<file path="config.mk">
export PLATFORM = sky130hd
export DESIGN_NAME = complex_nr_acc
export DESIGN_NICKNAME = d
export VERILOG_FILES = /design/src/rtl/complex_nr_pkg.sv /design/src/rtl/complex_nr_acc_add.sv /design/src/rtl/complex_nr_acc.sv
export SDC_FILE = /design/constraint.sdc
export NUM_CORES = 1
export LEC_CHECK = 0
export ABC_AREA = 1
export CORE_MARGIN = 5
export CORE_UTILIZATION = 30
export CTS_BUF_LIST = sky130_fd_sc_hd__clkbuf_8 sky130_fd_sc_hd__clkbuf_16
export CTS_CLUSTER_DIAMETER = 80
export CTS_CLUSTER_SIZE = 25
export DETAILED_ROUTE_END_ITERATION = 8
export PLACE_DENSITY = 0.54
export SETUP_SLACK_MARGIN = 0.15
export SYNTH_ARGS = -nofsm -noshare
export SYNTH_HDL_FRONTEND = slang
export SYNTH_HIERARCHICAL = 1
export SYNTH_SLANG_ARGS = --single-unit
</file>
<file path="constraint.sdc">
create_clock -name clk -period 4.3 [get_ports clk]
set_clock_uncertainty 0.15 [all_clocks]
set_input_delay 0.43 -clock clk [delete_from_list [all_inputs] [get_ports clk]]
set_output_delay 0.43 -clock clk [all_outputs]
set_load 0.02 [all_outputs]
</file>
<file path="src/rtl/complex_nr_pkg.sv">
// Shared types and constants for the complex_nr_acc product accumulator.
package complex_nr_pkg;

    typedef enum logic [1:0] {
        ST_IDLE = 2'd0,
        ST_ACC  = 2'd1,
        ST_HOLD = 2'd2
    } state_t;

    // Largest positive value of a signed w-bit accumulator part.
    function automatic longint acc_max(input int w);
        return (64'sd1 <<< (w - 1)) - 64'sd1;
    endfunction

    function automatic longint acc_min(input int w);
        return -(64'sd1 <<< (w - 1));
    endfunction

endpackage

</file>
<file path="src/rtl/complex_nr_acc_add.sv">
// One signed accumulator-width adder; saturates when COMPLEX_NR_ACC_SAT_EN is defined,
// otherwise wraps modulo 2^ACC_WIDTH.
module complex_nr_acc_add
    import complex_nr_pkg::*;
#(
    parameter int ACC_WIDTH = 20
) (
    input  logic signed [ACC_WIDTH-1:0] i_a,
    input  logic signed [ACC_WIDTH-1:0] i_b,
    output logic signed [ACC_WIDTH-1:0] o_sum
);

`ifdef COMPLEX_NR_ACC_SAT_EN
    localparam logic signed [ACC_WIDTH-1:0] SAT_MAX = ACC_WIDTH'(acc_max(ACC_WIDTH));
    localparam logic signed [ACC_WIDTH-1:0] SAT_MIN = ACC_WIDTH'(acc_min(ACC_WIDTH));

    logic [ACC_WIDTH:0] w_full;

    assign w_full = {i_a[ACC_WIDTH-1], i_a} + {i_b[ACC_WIDTH-1], i_b};

    // Overflow shows up as disagreement between the guard bit and the sign bit.
    always_comb begin
        o_sum = w_full[ACC_WIDTH-1:0];
        if (w_full[ACC_WIDTH] != w_full[ACC_WIDTH-1]) begin
            if (w_full[ACC_WIDTH] == 1'b0) begin
                o_sum = SAT_MAX;
            end else begin
                o_sum = SAT_MIN;
            end
        end else begin
            o_sum = w_full[ACC_WIDTH-1:0];
        end
    end
`else
    assign o_sum = i_a + i_b;
`endif

endmodule

</file>
<file path="src/rtl/complex_nr_acc.sv">
// Complex product accumulator: sums acc_len consecutive products into one complex sum.
// Optional saturating addition is enabled with the COMPLEX_NR_ACC_SAT_EN macro.
module complex_nr_acc
    import complex_nr_pkg::*;
#(
    parameter int DATA_WIDTH = 8,
    parameter int RES_WIDTH  = 2 * DATA_WIDTH + 1,
    parameter int LEN_WIDTH  = 4,
    parameter int ACC_WIDTH  = RES_WIDTH + LEN_WIDTH
) (
    input  logic                        clk,
    input  logic                        sw_rst,
    input  logic                        res_val,
    output logic                        res_ready,
    input  logic signed [RES_WIDTH-1:0] res_re,
    input  logic signed [RES_WIDTH-1:0] res_im,
    input  logic        [LEN_WIDTH-1:0] acc_len,
    output logic                        sum_val,
    input  logic                        sum_ready,
    output logic signed [ACC_WIDTH-1:0] sum_re,
    output logic signed [ACC_WIDTH-1:0] sum_im,
    output logic                        busy
);

    state_t                      r_state;
    logic signed [ACC_WIDTH-1:0] r_acc_re;
    logic signed [ACC_WIDTH-1:0] r_acc_im;
    logic        [LEN_WIDTH-1:0] r_cnt;
    logic        [LEN_WIDTH-1:0] r_len;
    logic                        r_res_ready;
    logic                        r_sum_val;
    logic                        r_busy;

    state_t                      w_state_nxt;
    logic signed [ACC_WIDTH-1:0] w_acc_re_nxt;
    logic signed [ACC_WIDTH-1:0] w_acc_im_nxt;
    logic        [LEN_WIDTH-1:0] w_cnt_nxt;
    logic        [LEN_WIDTH-1:0] w_len_nxt;
    logic        [LEN_WIDTH-1:0] w_len_first;
    logic signed [ACC_WIDTH-1:0] w_prod_re;
    logic signed [ACC_WIDTH-1:0] w_prod_im;
    logic signed [ACC_WIDTH-1:0] w_add_re;
    logic signed [ACC_WIDTH-1:0] w_add_im;
    logic                        w_accept;

    assign w_accept    = res_val && r_res_ready;
    assign w_prod_re   = ACC_WIDTH'(res_re);
    assign w_prod_im   = ACC_WIDTH'(res_im);
    assign w_len_first = (acc_len == '0) ? LEN_WIDTH'(1'b1) : acc_len;

    complex_nr_acc_add #(.ACC_WIDTH(ACC_WIDTH)) u_add_re (
        .i_a   (r_acc_re),
        .i_b   (w_prod_re),
        .o_sum (w_add_re)
    );

    complex_nr_acc_add #(.ACC_WIDTH(ACC_WIDTH)) u_add_im (
        .i_a   (r_acc_im),
        .i_b   (w_prod_im),
        .o_sum (w_add_im)
    );

    // Next-state and datapath selection for the burst FSM.
    always_comb begin
        w_state_nxt  = r_state;
        w_acc_re_nxt = r_acc_re;
        w_acc_im_nxt = r_acc_im;
        w_cnt_nxt    = r_cnt;
        w_len_nxt    = r_len;
        case (r_state)
            ST_IDLE: begin
                if (w_accept) begin
                    w_acc_re_nxt = w_prod_re;
                    w_acc_im_nxt = w_prod_im;
                    w_cnt_nxt    = LEN_WIDTH'(1'b1);
                    w_len_nxt    = w_len_first;
                    if (w_len_first == LEN_WIDTH'(1'b1)) begin
                        w_state_nxt = ST_HOLD;
                    end else begin
                        w_state_nxt = ST_ACC;
                    end
                end else begin
                    w_state_nxt = ST_IDLE;
                end
            end
            ST_ACC: begin
                if (w_accept) begin
                    w_acc_re_nxt = w_add_re;
                    w_acc_im_nxt = w_add_im;
                    w_cnt_nxt    = r_cnt + LEN_WIDTH'(1'b1);
                    if ((r_cnt + LEN_WIDTH'(1'b1)) == r_len) begin
                        w_state_nxt = ST_HOLD;
                    end else begin
                        w_state_nxt = ST_ACC;
                    end
                end else begin
                    w_state_nxt = ST_ACC;
                end
            end
            ST_HOLD: begin
                if (sum_ready) begin
                    w_state_nxt = ST_IDLE;
                end else begin
                    w_state_nxt = ST_HOLD;
                end
            end
            default: begin
                w_state_nxt = ST_IDLE;
            end
        endcase
    end

    // State and registered handshake outputs; handshakes are decoded from the next state.
    always_ff @(posedge clk) begin
        if (sw_rst) begin
            r_state     <= ST_IDLE;
            r_acc_re    <= '0;
            r_acc_im    <= '0;
            r_cnt       <= '0;
            r_len       <= '0;
            r_res_ready <= 1'b1;
            r_sum_val   <= 1'b0;
            r_busy      <= 1'b0;
        end else begin
            r_state     <= w_state_nxt;
            r_acc_re    <= w_acc_re_nxt;
            r_acc_im    <= w_acc_im_nxt;
            r_cnt       <= w_cnt_nxt;
            r_len       <= w_len_nxt;
            r_res_ready <= (w_state_nxt != ST_HOLD);
            r_sum_val   <= (w_state_nxt == ST_HOLD);
            r_busy      <= (w_state_nxt != ST_IDLE);
        end
    end

    assign res_ready = r_res_ready;
    assign sum_val   = r_sum_val;
    assign busy      = r_busy;
    assign sum_re    = r_acc_re;
    assign sum_im    = r_acc_im;

endmodule

</file>
## Word level (Yosys, flattened, before mapping)

Cells that the tools add are included.

- Reduce and logical (&&, ||, !) cells: 7
- Muxes and demuxes: 16
- Equal/unequal tests: 8
- Add/sub/neg operators: 3

Operators with widths:

| operator | count |
|---|---|
| 21-bit 2-to-1 mux | 4 |
| 21-bit one-hot mux with 2 select lines | 2 |
| 21-bit by 17-bit adder with 21-bit output | 2 |
| 4-bit 2-to-1 mux | 3 |
| 2-bit 2-to-1 mux | 5 |
| 4-bit one-hot mux with 2 select lines | 1 |
| 2-bit != test, second input constant | 3 |
| 2-bit one-hot mux with 3 select lines | 1 |
| 4-bit by 1-bit adder with 4-bit output, second input constant | 1 |
| 2-bit equality test, second input constant | 2 |
| 4-bit by 1-bit equality test with 1-bit output, second input constant | 1 |
| 4-bit equality test | 1 |
| 4-bit logical NOT | 1 |
| 2-bit nonzero test | 2 |
| 3-bit AND reduction | 1 |
| 2-bit by 1-bit equality test with 1-bit output, second input constant | 1 |
| 2-bit logical NOT | 1 |
| 2-bit AND reduction | 1 |
| 1-bit logical AND | 1 |

- Output and inout bits: 45
- Register bits: 55
- Word-level logic and storage cells: 42
- Input port bits: 42

## Longest topological paths before layout

- Depth after elaboration: 7
- Mapped depth: 13
- Mapped depth without buffers: 13

## Cells and area by module

Netlist, hierarchy kept.

Modules (own cells, without submodules):

| module | seq. area each (um^2) | instances | area an instance (um^2) | cells each |
|---|---|---|---|---|
| complex_nr_acc | 1,101.1 | 1 | 2,242.2 | 280 |
| complex_nr_acc_add at u_add_re | 0.0 | 1 | 1,388.8 | 260 |
| complex_nr_acc_add at u_add_im | 0.0 | 1 | 1,370.1 | 260 |

## Worst setup path before layout

OpenSTA, ideal clock, no wires.

- Path kind: in2reg
- Start point: input port res_im[0]
- End point: register r_acc_im[12], in the netlist sum_im[12]
- Stages on the path: 12
- Data required time: 4.029 ns
- Setup time: 0.121 ns
- Data arrival time: 1.845 ns
- Path buffers: 0
- Setup slack: 2.183 ns
- Path through: ha_1 -> fa_1 -> nand3_1 -> nand3_1 -> nand2_1 -> nand3_2 -> nand2_1 -> nand2_1 -> nand2_1 -> nand2_1 -> o22ai_1 -> a21oi_1

- Cells in the longest elaborated chain, start to end: 3

Ends and longest elaborated chain:

| what | line | source |
|---|---|---|
| start: declaration | complex_nr_acc.sv:16 | `input logic signed [RES_WIDTH-1:0] res_im,` |
| 21-bit by 17-bit adder with 21-bit output | complex_nr_acc_add.sv:35 | `assign o_sum = i_a + i_b;` |
| named net w_add_im[12] | complex_nr_acc.sv:43 | `logic signed [ACC_WIDTH-1:0] w_add_im;` |
| 21-bit 2-to-1 mux | complex_nr_acc.sv:87 | `if (w_accept) begin` |
| 21-bit one-hot mux with 2 select lines | complex_nr_acc.sv:70 | `case (r_state)` |
| end signal: assignment | complex_nr_acc.sv:127 | `r_acc_im <= w_acc_im_nxt;` |
| end: declaration | complex_nr_acc.sv:27 | `logic signed [ACC_WIDTH-1:0] r_acc_im;` |

The timed path passes the listed nets, and every way through them passes these cells. The select of a mux whose other input is x is not followed.
A chain may end at the register's enable or synchronous reset.

## Worst setup path in the final report

- Start point: input port res_im[0]
- End point: register r_acc_im[14], in the netlist sum_im[14]

The elaborated chain is that of the path after synthesis.

==> results list <==
- The run finished with clean final reports.
* Sequential standard cell area: 1100 um^2
- The number of nets handed over by synthesis was 885.
* Detailed Route Iter0 Violations: 230
* Initial Utilization: 30.4%
- GRT overflow: 0
- Cell count after placement: 1090
- Average instance area after synthesis: 6.25 um^2
- Max Slew Vio Count: 0
* Setup Buffers After CTS: 0
- Gpl congestion: 0.926
* Total clock sinks: 55
- In the finished design, the share of the clock period the worst path needs comes to 58.4%.
* Maximum cell stage delay along the critical path: 0.44 ns
- End-of-flow core utilization: 37.7%
- The clock passes through at most 2 buffers.
- Logic gate share of total power: 46.0%
- In this run the remaining antenna-violating nets after routing total 0.
* Max-cap violations: 0
- In this run the tightest slew margin relative to its limit is 55.6%.
- Total negative slack for setup checks: 0 ns
* Synth warn: 6
- Post-synthesis cell count: 800
- The floorplan has 47 rows.
- In this run the power spent charging and discharging nets is 799 uW.
- Library cell used as clock root buffer: sky130_fd_sc_hd__clkbuf_16
- X dimension of the die: 139 um
- Initial antenna violation count: 0
* CTS Buf Count: 5
* Flops & latches, synth: 55
* Number of synthesized flops with an enable pin: 0
- Wires add up to 15300 um.
* Flip-flop cell with the highest count after synthesis: sky130_fd_sc_hd__dfxtp_1
- Via density: 4.72
- Data arrives at the worst endpoint at 2.54 ns.
- The number of hold buffers added after CTS was 0.
* Largest voltage drop on the vdd net: 0.000161 V
* Wire length of the first global-routing pass: 25700 um
- Largest net degree at the start of global routing: 68
- Net switching is 41.4% of the power.
* Buffers added on ports: 86
- The H-tree generated during clock tree synthesis spans 2 levels.
- The region available for standard cell placement spans 16500 um^2.
- Via count of the first global-routing pass: 4889
- Worst hold-check path type: reg -> reg
- Max frequency: 0.398 GHz
- P&R area growth vs syn: 24.2%
- Setup CP Type: in -> reg
- Leaving out filler cells and counting taps, the final layout contains 1098.
- Net total in the final layout: 962
- Highest net fanout along the worst path: 4
- The post-route netlist has 8.09% of its cells at a drive strength greater than 1.
- Counting the fill cells in the layout gives 1823.
- In this run the static leakage power is 3.04 nW.
* Fraction of registers with async set/reset: 0%
- Post-synthesis cell area: 5000 um^2
* Die area: 19400 um^2
- After clock tree synthesis, the repair step resized 0 gates.
- On the critical path, the stage with the largest delay is an instance of sky130_fd_sc_hd__clkdlybuf4s50_1.
- Across every metal layer, demand over resource in global routing totals 16.0%.
- DRC violations left: 0
- Worst reg2reg setup slack: 2.02 ns
- STA classifies the critical path startpoint as an input pin.
* Clock insertion delay at the later pin of the skew report: 0.31 ns
- Number of distinct library cells after synthesis: 33
* Design Power: 1.93 mW
- The internal power of the cells totals 1.13 mW.
- Detailed-router iteration count before antenna repair: 5
* Setup repair after global routing missed its margin: false
* Final critical path time including I/O delays and setup: 2.51 ns
* Portion of total power attributed to sequential cells: 31.3%
- For this run, the register share of the synthesized area comes to 22.0%.
- In the final routed layout, each cell accounts on average for 13.9 um.
- STA classifies the critical path endpoint as a register.
* Area of the multi-input gates: 3410 um^2
* TritonCTS clock tree: yes
* PD cells: 310 nW/um^2
- Clock-pin slew reported for the worst setup and hold paths after clock tree synthesis: 0.08 ns
- 87 I/O pins were placed.
- HPWL after DPL: 11900 um
- At the worst endpoint, the required time is 4.33 ns.
* Cell with the most instances on the worst path: sky130_fd_sc_hd__nand2_1
- Critical path, cell by cell: clkdlybuf4s50_1 -> ha_1 -> fa_1 -> nand3_1 -> nand3_1 -> nand2_1 -> nand2_1 -> nand3b_1 -> nand2_1 -> nand2_1 -> nand2_1 -> o22ai_1 -> a21oi_1
- Clock power share: 22.7%
- Setup violations remaining at the end of the flow were counted as 0.
* Total vias in the final route: 5188
* Chip height: 139 um
- Antenna fix cells: 0
- Slew of the pin with the lowest slew margin: 0.665 ns
* Final Hold Viols: 0
-- cells in the mapped netlist (10+ instances only) --
master / number / area (um^2)
sky130_fd_sc_hd__a21oi_1: 64 / 320
sky130_fd_sc_hd__buf_2: 10 / 50.1
sky130_fd_sc_hd__dfxtp_1: 55 / 1100
sky130_fd_sc_hd__ha_1: 41 / 513
sky130_fd_sc_hd__inv_1: 100 / 375
sky130_fd_sc_hd__nand2_1: 243 / 912
sky130_fd_sc_hd__nand2_2: 20 / 125
sky130_fd_sc_hd__nand3_1: 44 / 220
sky130_fd_sc_hd__nor2_1: 44 / 165
sky130_fd_sc_hd__nor2_2: 10 / 62.6
sky130_fd_sc_hd__nor3_1: 21 / 105
sky130_fd_sc_hd__o21ai_0: 37 / 185
sky130_fd_sc_hd__o22ai_1: 31 / 194
sky130_fd_sc_hd__xor2_1: 18 / 158
-- power groups by stage --
stage               Combinational, mW  Clock, mW  Sequential [mW]
global route                    0.996      0.474            0.613
floorplan                       0.562          0            0.659
global placement                0.886          0            0.617
CTS                             0.890      0.460            0.605
finish                          0.887      0.437            0.604
detailed placement              0.886          0            0.616
-- worst max-delay path, delay by kind of cell --
kind,cells,cell delay (ns)
compound gates,2,0.24
fa+ha+maj,2,0.67
buf+inv,1,0.44
simple gates,8,0.76
-- cells by family after synthesis --
family / synth area share, %
AO/OA/AOI/OAI: 16.2
XOR/XNOR: 3.50
adder cells (fa/ha/maj): 11.1
buffers and inverters: 9.86
flip-flops: 22.0
AND/OR/NAND/NOR: 37.4
-- state kept, by name, indices dropped and copies added (netlist names) --
name and flops:
sum_im 21, sum_re 21, r_cnt 4, r_len 4
r_state 2, busy 1, res_ready 1, sum_val 1
-- layout by cell type (no fill, tap or decap) --
master,netlist,final
sky130_fd_sc_hd__a211oi_1,1,1
sky130_fd_sc_hd__a21oi_1,64,64
sky130_fd_sc_hd__a21oi_2,3,3
sky130_fd_sc_hd__a31oi_1,1,1
sky130_fd_sc_hd__and2_4,4,4
sky130_fd_sc_hd__buf_4,3,4
sky130_fd_sc_hd__clkbuf_16,0,5
sky130_fd_sc_hd__clkdlybuf4s50_1,0,86
sky130_fd_sc_hd__clkinv_4,0,2
sky130_fd_sc_hd__clkinvlp_4,0,1
sky130_fd_sc_hd__dfxtp_1,55,55
sky130_fd_sc_hd__fa_1,2,2
sky130_fd_sc_hd__ha_1,41,41
sky130_fd_sc_hd__inv_1,100,100
sky130_fd_sc_hd__inv_2,3,3
sky130_fd_sc_hd__nand2_1,243,243
sky130_fd_sc_hd__nand2_2,20,20
sky130_fd_sc_hd__nand3_1,44,44
sky130_fd_sc_hd__nand3_2,9,9
sky130_fd_sc_hd__nand3b_1,2,2
sky130_fd_sc_hd__nand4_1,6,6
sky130_fd_sc_hd__nor2_1,44,44
sky130_fd_sc_hd__nor2_2,10,10
sky130_fd_sc_hd__nor2_4,5,5
sky130_fd_sc_hd__nor3_1,21,21
sky130_fd_sc_hd__nor3_2,4,4
sky130_fd_sc_hd__o21ai_0,37,37
sky130_fd_sc_hd__o21bai_1,8,8
sky130_fd_sc_hd__o221ai_1,1,1
sky130_fd_sc_hd__o22ai_1,31,31
sky130_fd_sc_hd__or2_2,1,1
sky130_fd_sc_hd__xnor2_1,2,2
sky130_fd_sc_hd__xor2_1,18,18
-- stage by stage --
step	hold WS [ns]	instance area (um^2)	setup WS (ns)
after floorplan	0.292	5000	2.18
after global placement	0.317	6060	1.55
after detailed placement	0.318	6060	1.48
after CTS	0.328	6210	1.81
after global routing	0.369	6210	1.59
final	0.324	6210	1.79
-- metal layers --
| layer | track usage (%) | routed length [um] | vias to the layer above |
|---|---|---|---|
| met5 | 0 | 0 | - |
| met4 | 3.40 | 144 | 0 |
| met3 | 3.07 | 656 | 7 |
| met2 | 23.3 | 6290 | 106 |
| met1 | 24.4 | 8230 | 2292 |
| li1 | - | - | 2783 |
-- area by class of cell --
| type | count | share of cell area (%) |
|---|---|---|
| Timing Repair Buffer | 90 | 14.3 |
| Sequential cell | 55 | 17.7 |
| Clock buffer | 5 | 2.01 |
| Clock inverter | 3 | 0.403 |
| Multi-Input combinational cell | 622 | 54.9 |
| Inverter | 103 | 6.22 |
| Tap cell | 220 | 4.43 |
-- worst paths after layout --
check                 start    endpoint  depth (start not counted)
setup / recovery  res_im[0]  sum_im[14]                         13
hold / removal     r_len[3]    r_len[3]                          2
setup reg to reg  sum_im[0]  sum_im[14]                         12
hold reg to reg    r_len[3]    r_len[3]                          2
(Power assumes the default switching activity.)
